===== config.mk =====
export PLATFORM = sky130hd
export DESIGN_NAME = stream_adder_driver_flat
export DESIGN_NICKNAME = d
export VERILOG_FILES = /design/src/rtl/stream_adder_driver_if.sv /design/src/rtl/stream_adder_driver.sv /design/src/flat_wrapper.sv
export SDC_FILE = /design/constraint.sdc
export NUM_CORES = 1
export LEC_CHECK = 0
export ABC_CLOCK_PERIOD_IN_PS = 4000
export CAP_MARGIN = 20
export CORE_MARGIN = 4
export CORE_UTILIZATION = 35
export DETAILED_ROUTE_END_ITERATION = 10
export GPL_TIMING_DRIVEN = 0
export HOLD_SLACK_MARGIN = 0.15
export SYNTH_ARGS = -nofsm -noshare
export SYNTH_HDL_FRONTEND = slang
export SYNTH_SLANG_ARGS = --single-unit

===== constraint.sdc =====
create_clock -name clk -period 4 [get_ports clk]
set_clock_uncertainty 0.2 [all_clocks]
set_input_delay 0.8 -clock clk [delete_from_list [all_inputs] [get_ports clk]]
set_output_delay 0.8 -clock clk [all_outputs]
set_load 0.01 [all_outputs]

===== src/rtl/stream_adder_driver_if.sv =====
// Word-level side of the stream adder driver: operand handshake in, result pulse out.
interface stream_adder_driver_if #(
  parameter int WIDTH = 8
) ();
  logic             in_valid;
  logic             in_ready;
  logic [WIDTH-1:0] op_a;
  logic [WIDTH-1:0] op_b;
  logic             res_valid;
  logic [WIDTH-1:0] res_sum;

  modport master (
    output in_valid, op_a, op_b,
    input  in_ready, res_valid, res_sum
  );

  modport slave (
    input  in_valid, op_a, op_b,
    output in_ready, res_valid, res_sum
  );
endinterface


===== src/rtl/stream_adder_driver.sv =====
// Serialises an operand pair LSB-first into a bit-serial adder and reassembles
// the returned Sum stream into a word, presented as a one-cycle result pulse.
module stream_adder_driver #(
  parameter int WIDTH   = 8,
  parameter int SUM_LAT = 1
) (
  input  logic                 clk,
  input  logic                 rst,
  stream_adder_driver_if.slave bus,
  output logic                 A,
  output logic                 B,
  output logic                 adder_rst,
  input  logic                 Sum,
  output logic                 busy
);

  localparam int CW = $clog2(WIDTH + 4);
  localparam int IW = (WIDTH > 1) ? $clog2(WIDTH) : 1;

  typedef enum logic [2:0] {S_IDLE, S_CLR, S_SHIFT, S_DRAIN, S_DONE} state_t;

  state_t           state, nxt;
  logic [CW-1:0]    cnt;
  logic [WIDTH-1:0] sa, sb;
  logic             a_q, b_q;
  logic [WIDTH-1:0] cap, cap_nxt, res_q;
  logic             accept;
  logic             cap_vld;
  logic [IW-1:0]    cap_idx;

  assign accept = (state == S_IDLE) && bus.in_valid;

  always_ff @(posedge clk) begin
    if (rst) state <= S_IDLE;
    else     state <= nxt;
  end

  always_comb begin
    nxt = state;
    case (state)
      S_IDLE:  if (bus.in_valid) nxt = S_CLR;
      S_CLR:   nxt = S_SHIFT;
      S_SHIFT: if (cnt == CW'(WIDTH - 1)) nxt = (SUM_LAT > 0) ? S_DRAIN : S_DONE;
      S_DRAIN: if (cnt == CW'(SUM_LAT - 1)) nxt = S_DONE;
      S_DONE:  nxt = S_IDLE;
      default: nxt = S_IDLE;
    endcase
  end

  // The rst term keeps the adder's carry cleared whenever this block is in reset.
  always_comb begin
    bus.in_ready  = (state == S_IDLE) && !rst;
    busy          = (state != S_IDLE);
    bus.res_valid = (state == S_DONE);
    adder_rst     = rst || (state == S_CLR);
  end

  // Bit index in SHIFT, latency count in DRAIN.
  always_ff @(posedge clk) begin
    if (rst) begin
      cnt <= '0;
    end else begin
      case (state)
        S_SHIFT: cnt <= (cnt == CW'(WIDTH - 1)) ? '0 : cnt + 1'b1;
        S_DRAIN: cnt <= cnt + 1'b1;
        default: cnt <= '0;
      endcase
    end
  end

  // ---- stage p0: bit driven this cycle and its index ----
  logic          vld_p0;
  logic [IW-1:0] idx_p0;
  assign vld_p0 = (state == S_SHIFT);
  assign idx_p0 = cnt[IW-1:0];

  // ---- stages p1..pSUM_LAT: align index with the adder's Sum latency ----
  generate
    if (SUM_LAT == 0) begin : g_lat0
      assign cap_vld = vld_p0;
      assign cap_idx = idx_p0;
    end else begin : g_latn
      logic [SUM_LAT-1:0] vld_pipe;
      logic [IW-1:0]      idx_pipe [SUM_LAT];
      always_ff @(posedge clk) begin
        if (rst) vld_pipe <= '0;
        else begin
          vld_pipe[0] <= vld_p0;
          for (int k = 1; k < SUM_LAT; k++) vld_pipe[k] <= vld_pipe[k-1];
        end
      end
      always_ff @(posedge clk) begin
        idx_pipe[0] <= idx_p0;
        for (int k = 1; k < SUM_LAT; k++) idx_pipe[k] <= idx_pipe[k-1];
      end
      assign cap_vld = vld_pipe[SUM_LAT-1];
      assign cap_idx = idx_pipe[SUM_LAT-1];
    end
  endgenerate

  // The last Sum bit lands on the same edge that enters DONE, so res takes cap_nxt.
  always_comb begin
    cap_nxt = cap;
    if (cap_vld) cap_nxt[cap_idx] = Sum;
  end

  always_ff @(posedge clk) begin
    if (rst) begin
      sa    <= '0;
      sb    <= '0;
      a_q   <= 1'b0;
      b_q   <= 1'b0;
      cap   <= '0;
      res_q <= '0;
    end else begin
      if (accept) begin
        sa <= bus.op_a;
        sb <= bus.op_b;
      end else if (nxt == S_SHIFT) begin
        sa <= sa >> 1;
        sb <= sb >> 1;
      end
      a_q <= (nxt == S_SHIFT) ? sa[0] : 1'b0;
      b_q <= (nxt == S_SHIFT) ? sb[0] : 1'b0;
      cap <= cap_nxt;
      if (nxt == S_DONE) res_q <= cap_nxt;
    end
  end

  assign A           = a_q;
  assign B           = b_q;
  assign bus.res_sum = res_q;

endmodule


===== src/flat_wrapper.sv =====
// flat-port wrapper written by rule: the top's interface ports become plain ports
module stream_adder_driver_flat 
#(
  parameter int WIDTH   = 8,
  parameter int SUM_LAT = 1
)
  (clk, rst, A, B, adder_rst, Sum, busy, bus_in_valid, bus_op_a, bus_op_b, bus_in_ready, bus_res_valid, bus_res_sum);
  stream_adder_driver_if #(.WIDTH(WIDTH)) bus_i ();
  input  logic clk;
  input  logic rst;
  output logic A;
  output logic B;
  output logic adder_rst;
  input  logic Sum;
  output logic busy;
  input wire logic [$bits(bus_i.in_valid)-1:0] bus_in_valid;
  input wire logic [$bits(bus_i.op_a)-1:0] bus_op_a;
  input wire logic [$bits(bus_i.op_b)-1:0] bus_op_b;
  output wire logic [$bits(bus_i.in_ready)-1:0] bus_in_ready;
  output wire logic [$bits(bus_i.res_valid)-1:0] bus_res_valid;
  output wire logic [$bits(bus_i.res_sum)-1:0] bus_res_sum;
  assign bus_i.in_valid = bus_in_valid;
  assign bus_i.op_a = bus_op_a;
  assign bus_i.op_b = bus_op_b;
  assign bus_in_ready = bus_i.in_ready;
  assign bus_res_valid = bus_i.res_valid;
  assign bus_res_sum = bus_i.res_sum;
  stream_adder_driver #(.WIDTH(WIDTH), .SUM_LAT(SUM_LAT)) u_core (.clk(clk), .rst(rst), .bus(bus_i), .A(A), .B(B), .adder_rst(adder_rst), .Sum(Sum), .busy(busy));
endmodule

---- Word level (Yosys, flattened, before mapping) ----
Memories as Yosys holds them, arrays and structs flattened.
Cells that the tools add are included.
word-level totals
  input port bits ......................... 20
  flip-flop bits (word level) ............. 42
  memories kept ........................... 1
  RAM bits ................................ 3
cells by class
  $add $sub $neg .......................... 1
  $lt $le $gt $ge ......................... 2
  multiplexer cells ....................... 14
  bitwise logic cells ..................... 1
  reduce and logical (&&, ||, !) cells .... 10
  eq/ne operators ......................... 7
memory list
  memory                  depth  width  read ports  clocked after memory_dff  wr ports  RTL line                   source
  u_core.g_latn.idx_pipe  1      3      1           0                         1         stream_adder_driver.sv:84  logic [IW-1:0] idx_pipe [SUM_LAT];
operators with widths
  kind                                                                                 number
  8-bit two-way mux                                                                    5
  3-bit one-hot mux with 4 select lines                                                1
  3-bit by 2-bit equality test with 1-bit output, second input constant                3
  3-bit two-way mux                                                                    3
  8-bit bitwise mux                                                                    1
  4-bit one-hot mux with 2 select lines                                                1
  3-bit equality test, second input constant                                           2
  4-bit by 1-bit adder with 4-bit output, second input constant                        1
  4-bit by 3-bit equality test with 1-bit output, second input constant                1
  4-bit logical NOT                                                                    1
  3-bit by 4-bit less-than comparator with 1-bit output, second input constant         1
  4-bit two-way mux                                                                    1
  1-bit demux with 3-bit select                                                        1
  3-bit by 1-bit equality test with 1-bit output, second input constant                1
  3-bit by 1-bit greater-or-equal comparator with 1-bit output, second input constant  1
  1-bit logical AND                                                                    3
  3-bit logical NOT                                                                    1
  3-bit nonzero test                                                                   1
  2-bit nonzero test                                                                   1
  2-bit OR reduction                                                                   1
  1-bit logical NOT                                                                    1
  1-bit logical OR                                                                     1
  1-bit two-way mux                                                                    1
  1-bit inverter                                                                       1

---- Logic depth before layout (Yosys ltp) ----
Gate-level depths: netlist of run 1.
  depth in word-level cells ............... 6
  mapped depth ............................ 7
  mapped depth without buffers ............ 5

---- Worst setup path after synthesis of run 1 ----
OpenSTA, ideal clock, no wires.
  kind .................................... input -> output
  from .................................... input rst
  to ...................................... output bus_in_ready
  stages .................................. 3
  required time ........................... 3.000 ns
  slack ................................... 1.542 ns
  path buffers ............................ 2
  arrival ................................. 1.458 ns
  cells stage by stage .................... buf_2 > buf_4 > nor4_1
between the ends
  word-level cells in the longest chain between the ends .. 2
RTL lines
  element            RTL line                   source
  start, declared    flat_wrapper.sv:10         input logic rst;
  1-bit logical NOT  stream_adder_driver.sv:52  bus.in_ready = (state == S_IDLE) && !rst;
  1-bit logical AND  stream_adder_driver.sv:52
  end, declared      flat_wrapper.sv:19         output wire logic [$bits(bus_i.in_ready)-1:0] bus_in_ready;
Every way passes these cells.

---- Worst setup path in the final report of run 1 ----
Ends and elaborated chain as after synthesis.

==> results.py, run 1 <==
metrics = {
    "clocking": {
        "cts.clk_slew.worst_paths_ns": 0.09,
        "clockBufferDepth": 2,
        "tritoncts.num_buffers": 5,
        "post-cts-setup-buffers": 0,
        "clkSinkCount": 45,
        "cts_tree": "done",
        "root_buffer": "clkbuf_8",
        "cts_resized": 0,
        "htree_num_levels": 2,
        "clkLatencyLatePin_ns": 0.30,
        "postCtsHoldBufs": 0,
    },
    "worst_setup_path": {
        "crit_type": "primary input to primary output",
        "path_cells": "clkdlybuf4s50_1, buf_2, buf_4, nor4_1, clkdlybuf4s50_1",
        "slowest_stage": "clkdlybuf4s50_1",
        "r2r_start": "u_core.cnt[0]",
        "critPathMaxFanout": 10,
        "reg2regPathDepth": 7,
        "cp.arrival_ns": 2.48,
        "end_kind": "primary output",
        "r2r_slack_ns": 2.00,
        "timing.rr.end": "u_core.bus.res_sum[3]",
        "timing.critical_path.mode_cell": "clkdlybuf4s50_1",
        "worstSetupStartpointType": "primary input",
        "cp-endpoint": "bus_in_ready",
        "critical_path.startpoint": "rst",
        "cp_data_required_time_ns": 3.00,
        "max_stage_delay_ns": 0.61,
    },
    "logic_synthesis": {
        "netlist_instances": 197,
        "ys_types": 38,
        "synthArstFlopShare": 0,
        "syn_nets": 219,
        "yosysSeqAreaShare": 0.451,
        "ys_ff_latch": 45,
        "synth_fa_ha_area_frac": 0.0125,
        "yosysWarnings": 0,
        "synth_area_per_cell_um2": 10.1,
        "synth_top_flop_cell": "dfxtp_1",
        "synth.mux.area_fraction": 0.110,
        "synth_edf_count": 0,
        "synth_simple_gate_area_frac": 0.150,
        "synth-xor-area-share": 0.00876,
        "synth_area_um2": 2000,
        "synth-compound-area-share": 0.204,
        "synth_top_family_by_area": "compound AO/OA/AOI/OAI gates",
    },
    "sta": {
        "slew_headroom": 0.656,
        "setup_violations": 0,
        "post-route-period-util": 0.870,
        "tightest_slew_ns": 0.516,
        "hold_viol_final": 0,
        "fmax_ghz": 0.287,
        "rsz0062_at_grt": "no",
        "finalSetupTns_ns": 0,
        "fin_crit_ns": 3.48,
        "drv_slew": 0,
    },
    "grt": {
        "grt_max_degree": 16,
        "grt_pass1_wl_um": 7600,
        "grtUsageTotal": 0.132,
        "antenna_found_initial": 0,
        "grt_pass1_vias": 1556,
        "grt_overflow": 0,
    },
    "pwr": {
        "power.total_w": 0.00108,
        "p_leak_nw": 0.920,
        "ir_worst_vdd_mv": 0.157,
        "powerDensity_nw_per_um2": 424,
    },
    "routing": {
        "dr.first_iter.drc_count": 66,
        "vias": 1602,
        "ant_nets": 0,
        "drc_errors": 0,
        "firstDrtPassIters": 4,
        "wl_per_cell_um": 14.0,
        "routed_wl_um": 4310,
        "via_per_inst": 5.18,
    },
    "cells_and_area": {
        "drive_gt1_frac": 0.131,
        "syn2layout_area_growth_pct": 27.4,
        "insertedDiodeCount": 0,
        "nNetsFinal": 258,
        "fin_area_um2": 2550,
        "finish.utilization": 0.460,
        "fin_cells": 309,
    },
    "die": {
        "start_util": 0.361,
        "die_y_um": 83.6,
        "die_width_um": 83.6,
        "core-area_um2": 5540,
        "num_io_pins": 34,
        "num_rows": 27,
        "design.die.area_um2": 6990,
    },
    "outcome": {
        "status": "complete, no violations",
    },
    "placed_design": {
        "placed_area_um2": 2410,
        "place.gp.congestion": 0.722,
        "io_buffers": 32,
        "hpwl_um": 3010,
        "dp.cells": 301,
    },
    "flow_run": {
        "cap_violations": 0,
    },
    "hold_path": {
        "hold_class": "flip-flop to flip-flop",
    },
}
[area by class of cell]
type | instances | area (um2)
Fill cell | 552 | 2990
Multi-Input combinational cell | 131 | 971
Sequential cell | 45 | 901
Timing Repair Buffer | 32 | 320
Buffer | 17 | 113
Tap cell | 72 | 90.1
Clock buffer | 5 | 68.8
Clock inverter | 3 | 68.8
Inverter | 4 | 15.0
[worst max-delay path: cells and delay by family]
kind	cells	cell delay (ns)
simple gates	1	0.27
buf+inv	4	1.41
[cell families (layout without fill, tap and decap cells)]
family / after synthesis / count (layout)
AOI/OAI and AO/OA: 54 / 54
and+or+nand+nor: 51 / 51
muxes: 22 / 22
DFF: 45 / 45
adders and majority gates: 2 / 2
buffers and inverters: 21 / 61
xor gates and xnor gates: 2 / 2
[how the worst min path moves through the flow]
stage / to / from / cells after the start / slack, ns
detailed placement: u_core.g_latn.idx_pipe[0][1] / u_core.cnt[1] / 0 / 0.19
global route: u_core.g_latn.idx_pipe[0][1] / u_core.cnt[1] / 0 / 0.20
finish: u_core.g_latn.idx_pipe[0][1] / u_core.cnt[1] / 0 / 0.19
global placement: u_core.g_latn.idx_pipe[0][1] / u_core.cnt[1] / 0 / 0.19
floorplan: u_core.g_latn.idx_pipe[0][1] / u_core.cnt[1] / 0 / 0.17
CTS: u_core.g_latn.idx_pipe[0][1] / u_core.cnt[1] / 0 / 0.19
[metrics by stage]
step                hold slack [ns]  setup slack (ns)
floorplan                     0.168              1.54
global placement              0.187             0.491
detailed placement            0.187             0.522
CTS                           0.190             0.499
global route                  0.199             0.427
finish                        0.189             0.518
[synthesized netlist by cell type, drive strengths merged (3+ instances only)]
library cell	number	share of area
nand3b	3	0.011
nor2	19	0.036
a211oi	8	0.030
mux2i	22	0.11
nand2	5	0.0094
nand4b	3	0.013
dfxtp	45	0.45
o21ai	3	0.0075
clkbuf	6	0.011
inv	4	0.0075
nor4bb	3	0.015
buf	11	0.045
a21oi	25	0.063
a221oi	14	0.086
nor2b	3	0.0094
[state kept, by name, indices dropped and copies added, names as in the netlist, 3 cells and up]
register                count
u_core.cap                  8
u_core.sa                   8
u_core.state                3
u_core.cnt                  4
u_core.sb                   8
u_core.g_latn.idx_pipe      3
u_core.bus.res_sum          8
[placed cells by master, fill, tap and decap left out, types with 2 or more instances in the layout]
master	synthesis	routed
nor3b_1	2	2
mux2i_1	22	22
a21oi_1	25	25
a221oi_2	8	8
nand4b_1	3	3
nor4bb_1	3	3
buf_6	2	2
nand2b_1	2	2
a211oi_1	8	8
clkbuf_8	0	5
o21ai_0	3	3
ha_1	2	2
nand3_1	2	2
inv_1	4	4
nand3b_1	3	3
dfxtp_1	45	45
nor2b_1	3	3
buf_2	5	5
clkbuf_1	6	6
buf_4	3	3
bufinv_16	0	2
nand2_1	5	5
clkdlybuf4s50_1	0	32
a221oi_1	6	6
nor2_1	19	19
[power by group]
part | switching [W] | internal (W) | leakage (nW)
sequential | 0.0000167 | 0.000475 | 0.367
clock | 0.000164 | 0.000252 | 0.0687
combinational | 0.0000847 | 0.0000878 | 0.484
[per-layer routing]
layer	vias up	routed length, um	GRT usage
met3	6	231	0.0454
met1	760	2110	0.178
met2	33	1920	0.198
met5	-	0	0
met4	0	51	0.0395
li1	803	-	-
Note: power is estimated with default switching activity, not from simulation.
==> run 2: changes to the inputs <==
Settings changed: ABC_AREA from default to 1.
==> run 2 against run 1 <==
  * Register-to-register slack better by 0.09 ns
  * Synthesized cell count up 37%
  * Routed wire length down 3.6%
  * Global-route usage down 0.59 points
  * Sequential power down 0.8%
  * Sequential share of layout area up 1.3 points
  * Worst hold slack better by 0.00081 ns
  * Combinational power about the same
  * First-iteration DRC count down 11%
  * Total power down 13%
  * Synthesized area down 1.9%
  * Flip-flop and latch count unchanged
==> results.py, run 2 <==
metrics = {
    "outcome": {
        "status": "complete, no violations",
    },
    "routing": {
        "dr.first_iter.drc_count": 59,
        "vias": 1672,
        "drc_errors": 0,
        "routed_wl_um": 4160,
        "via_per_inst": 4.41,
        "firstDrtPassIters": 6,
        "wl_per_cell_um": 11.0,
        "ant_nets": 0,
    },
    "logic_synthesis": {
        "yosysWarnings": 0,
        "syn_nets": 291,
        "synth.area.top_cells": "dfxtp_1, nand2_1, nor2_1",
        "synth_top_area_share": 0.459,
        "synthArstFlopShare": 0,
        "synth_edf_count": 0,
        "synth_top_flop_cell": "dfxtp_1",
        "ys_ff_latch": 45,
        "synth_area_um2": 1960,
        "synth_area_per_cell_um2": 7.29,
        "netlist_instances": 269,
        "netlist_top_cells_count": "nand2_1, nor2_1, dfxtp_1",
        "yosysSeqAreaShare": 0.459,
        "ys_types": 27,
        "synth_top_area_cell": "dfxtp_1",
        "yosysMostFrequentCell": "nand2_1",
    },
    "pwr": {
        "ir_worst_vdd_mv": 0.179,
        "p_leak_nw": 1.14,
        "power.total_w": 0.000942,
        "swShare": 0.284,
        "intPower_w": 0.000674,
        "seqPwrFrac": 0.517,
        "power_frac_comb": 0.182,
        "powerDensity_nw_per_um2": 383,
        "pwr-share-clk": 0.301,
        "switching_power_w": 0.000268,
    },
    "grt": {
        "antenna_found_initial": 0,
        "grt_pass1_wl_um": 7040,
        "grtUsageTotal": 0.126,
        "grt_pass1_vias": 1491,
        "grt_overflow": 0,
        "grt_max_degree": 15,
    },
    "flow_run": {
        "cap_violations": 0,
    },
    "die": {
        "num_rows": 26,
        "die_y_um": 82.9,
        "design.die.area_um2": 6870,
        "num_io_pins": 34,
        "core-area_um2": 5270,
        "start_util": 0.372,
        "die_width_um": 82.9,
    },
    "worst_setup_path": {
        "critPathMaxFanout": 10,
        "slowest_stage": "clkdlybuf4s50_1",
        "cpLargestDelayFamily": "buffers and inverters",
        "timing.critical_path.mode_cell": "clkdlybuf4s50_1",
        "r2r_start": "u_core.cnt[0]",
        "path_cells": "clkdlybuf4s50_1, inv_1, clkbuf_1, o31ai_1, clkdlybuf4s50_1",
        "max_stage_delay_ns": 0.51,
        "worstSetupStartpointType": "primary input",
        "cp.depth": 5,
        "reg2regPathDepth": 11,
        "timing.rr.end": "u_core.sb[5]",
        "r2r_slack_ns": 2.09,
        "end_kind": "primary output",
        "crit_type": "primary input to primary output",
        "crit_buf_inv": 4,
        "cp.arrival_ns": 2.60,
        "cp_data_required_time_ns": 3.00,
    },
    "clocking": {
        "htree_num_levels": 2,
        "post-cts-setup-buffers": 0,
        "clkSinkCount": 45,
        "clkLatencyLatePin_ns": 0.30,
        "cts_resized": 0,
        "clockBufferDepth": 2,
        "cts.clk_slew.worst_paths_ns": 0.09,
        "cts_tree": "done",
        "root_buffer": "clkbuf_8",
        "postCtsHoldBufs": 0,
        "tritoncts.num_buffers": 5,
    },
    "sta": {
        "slew_headroom": 0.685,
        "setup_violations": 0,
        "drv_slew": 0,
        "fin_crit_ns": 3.60,
        "rsz0062_at_grt": "no",
        "finalSetupTns_ns": 0,
        "post-route-period-util": 0.900,
        "hold_slack_ns": 0.190,
        "fmax_ghz": 0.278,
        "tightest_slew_ns": 0.473,
        "hold_viol_final": 0,
    },
    "placed_design": {
        "io_buffers": 32,
        "place.gp.congestion": 0.813,
        "hpwl_um": 2980,
        "dp.cells": 371,
        "placed_area_um2": 2370,
    },
    "hold_path": {
        "min_to": "u_core.g_latn.idx_pipe[0][1]",
        "hold_class": "flip-flop to flip-flop",
        "min_from": "u_core.cnt[1]",
        "min_path_cells": 0,
    },
    "cells_and_area": {
        "nNetsFinal": 330,
        "insertedDiodeCount": 0,
        "fin_area_um2": 2460,
        "drive_gt1_frac": 0.0841,
        "fin_cells": 379,
        "final_common_cell": "nand2_1",
        "syn2layout_area_growth_pct": 25.3,
        "mostFrequentLayoutCells": "nand2_1, nor2_1, dfxtp_1, inv_1, clkdlybuf4s50_1",
    },
}
run 2: changes by cell type after synthesis, moves of 9 or more:
cell	delta
nand2_1	+57
inv_1	+28
nor2_1	+28
a21oi_1	-15
mux2i_1	-14
o21ai_0	+11
nand3_1	+9
run 2: stage by stage:
step / utilization / setup slack [ns]
after CTS: 0.466 / 0.360
after global placement: 0.450 / 0.372
final: 0.466 / 0.400
after floorplan: - / 1.68
after detailed placement: 0.450 / 0.363
after global routing: 0.466 / 0.207
run 2: worst max path at each step:
stage / from / end / slack, ns
after floorplan: rst / adder_rst / 1.68
after global placement: rst / adder_rst / 0.37
after detailed placement: rst / adder_rst / 0.36
after CTS: rst / adder_rst / 0.36
after global routing: rst / adder_rst / 0.21
final: rst / adder_rst / 0.40
run 2: power groups by stage:
stage / Sequential [W] / Clock, W / Combinational (W)
6_report: 0.000487 / 0.000284 / 0.000171
5_1_grt: 0.000490 / 0.000313 / 0.000195
4_1_cts: 0.000487 / 0.000293 / 0.000173
3_5_place_dp: 0.000497 / 0 / 0.000172
3_3_place_gp: 0.000497 / 0 / 0.000172
2_1_floorplan: 0.000496 / 0 / 0.000116
run 2: cells by family after synthesis:
| logic type | Yosys count | synth area share |
|---|---|---|
| buffers and inverters | 47 | 0.105 |
| AO/OA/AOI/OAI | 34 | 0.101 |
| XOR/XNOR | 1 | 0.00447 |
| AND/OR/NAND/NOR | 132 | 0.277 |
| flip-flops | 45 | 0.459 |
| adder cells (fa/ha/maj) | 2 | 0.0128 |
| multiplexers | 8 | 0.0408 |
run 2: routing by layer:
layer  vias up  track usage  share of wire
li1        914            -              -
met1       722        0.172           0.51
met2        34        0.181           0.42
met3         2       0.0465          0.059
met4         0       0.0461         0.0094
met5         -            0              0
run 2: area by class of cell:
cell class	instances	area [um2]
multi-input cells	177	856
inverters	36	138
plain buffers	11	67.6
clock inverters	2	15.0
repair buffers	32	320
clock buffers	6	72.6
fillers	572	2810
well taps	70	87.6
flip-flops and latches	45	901
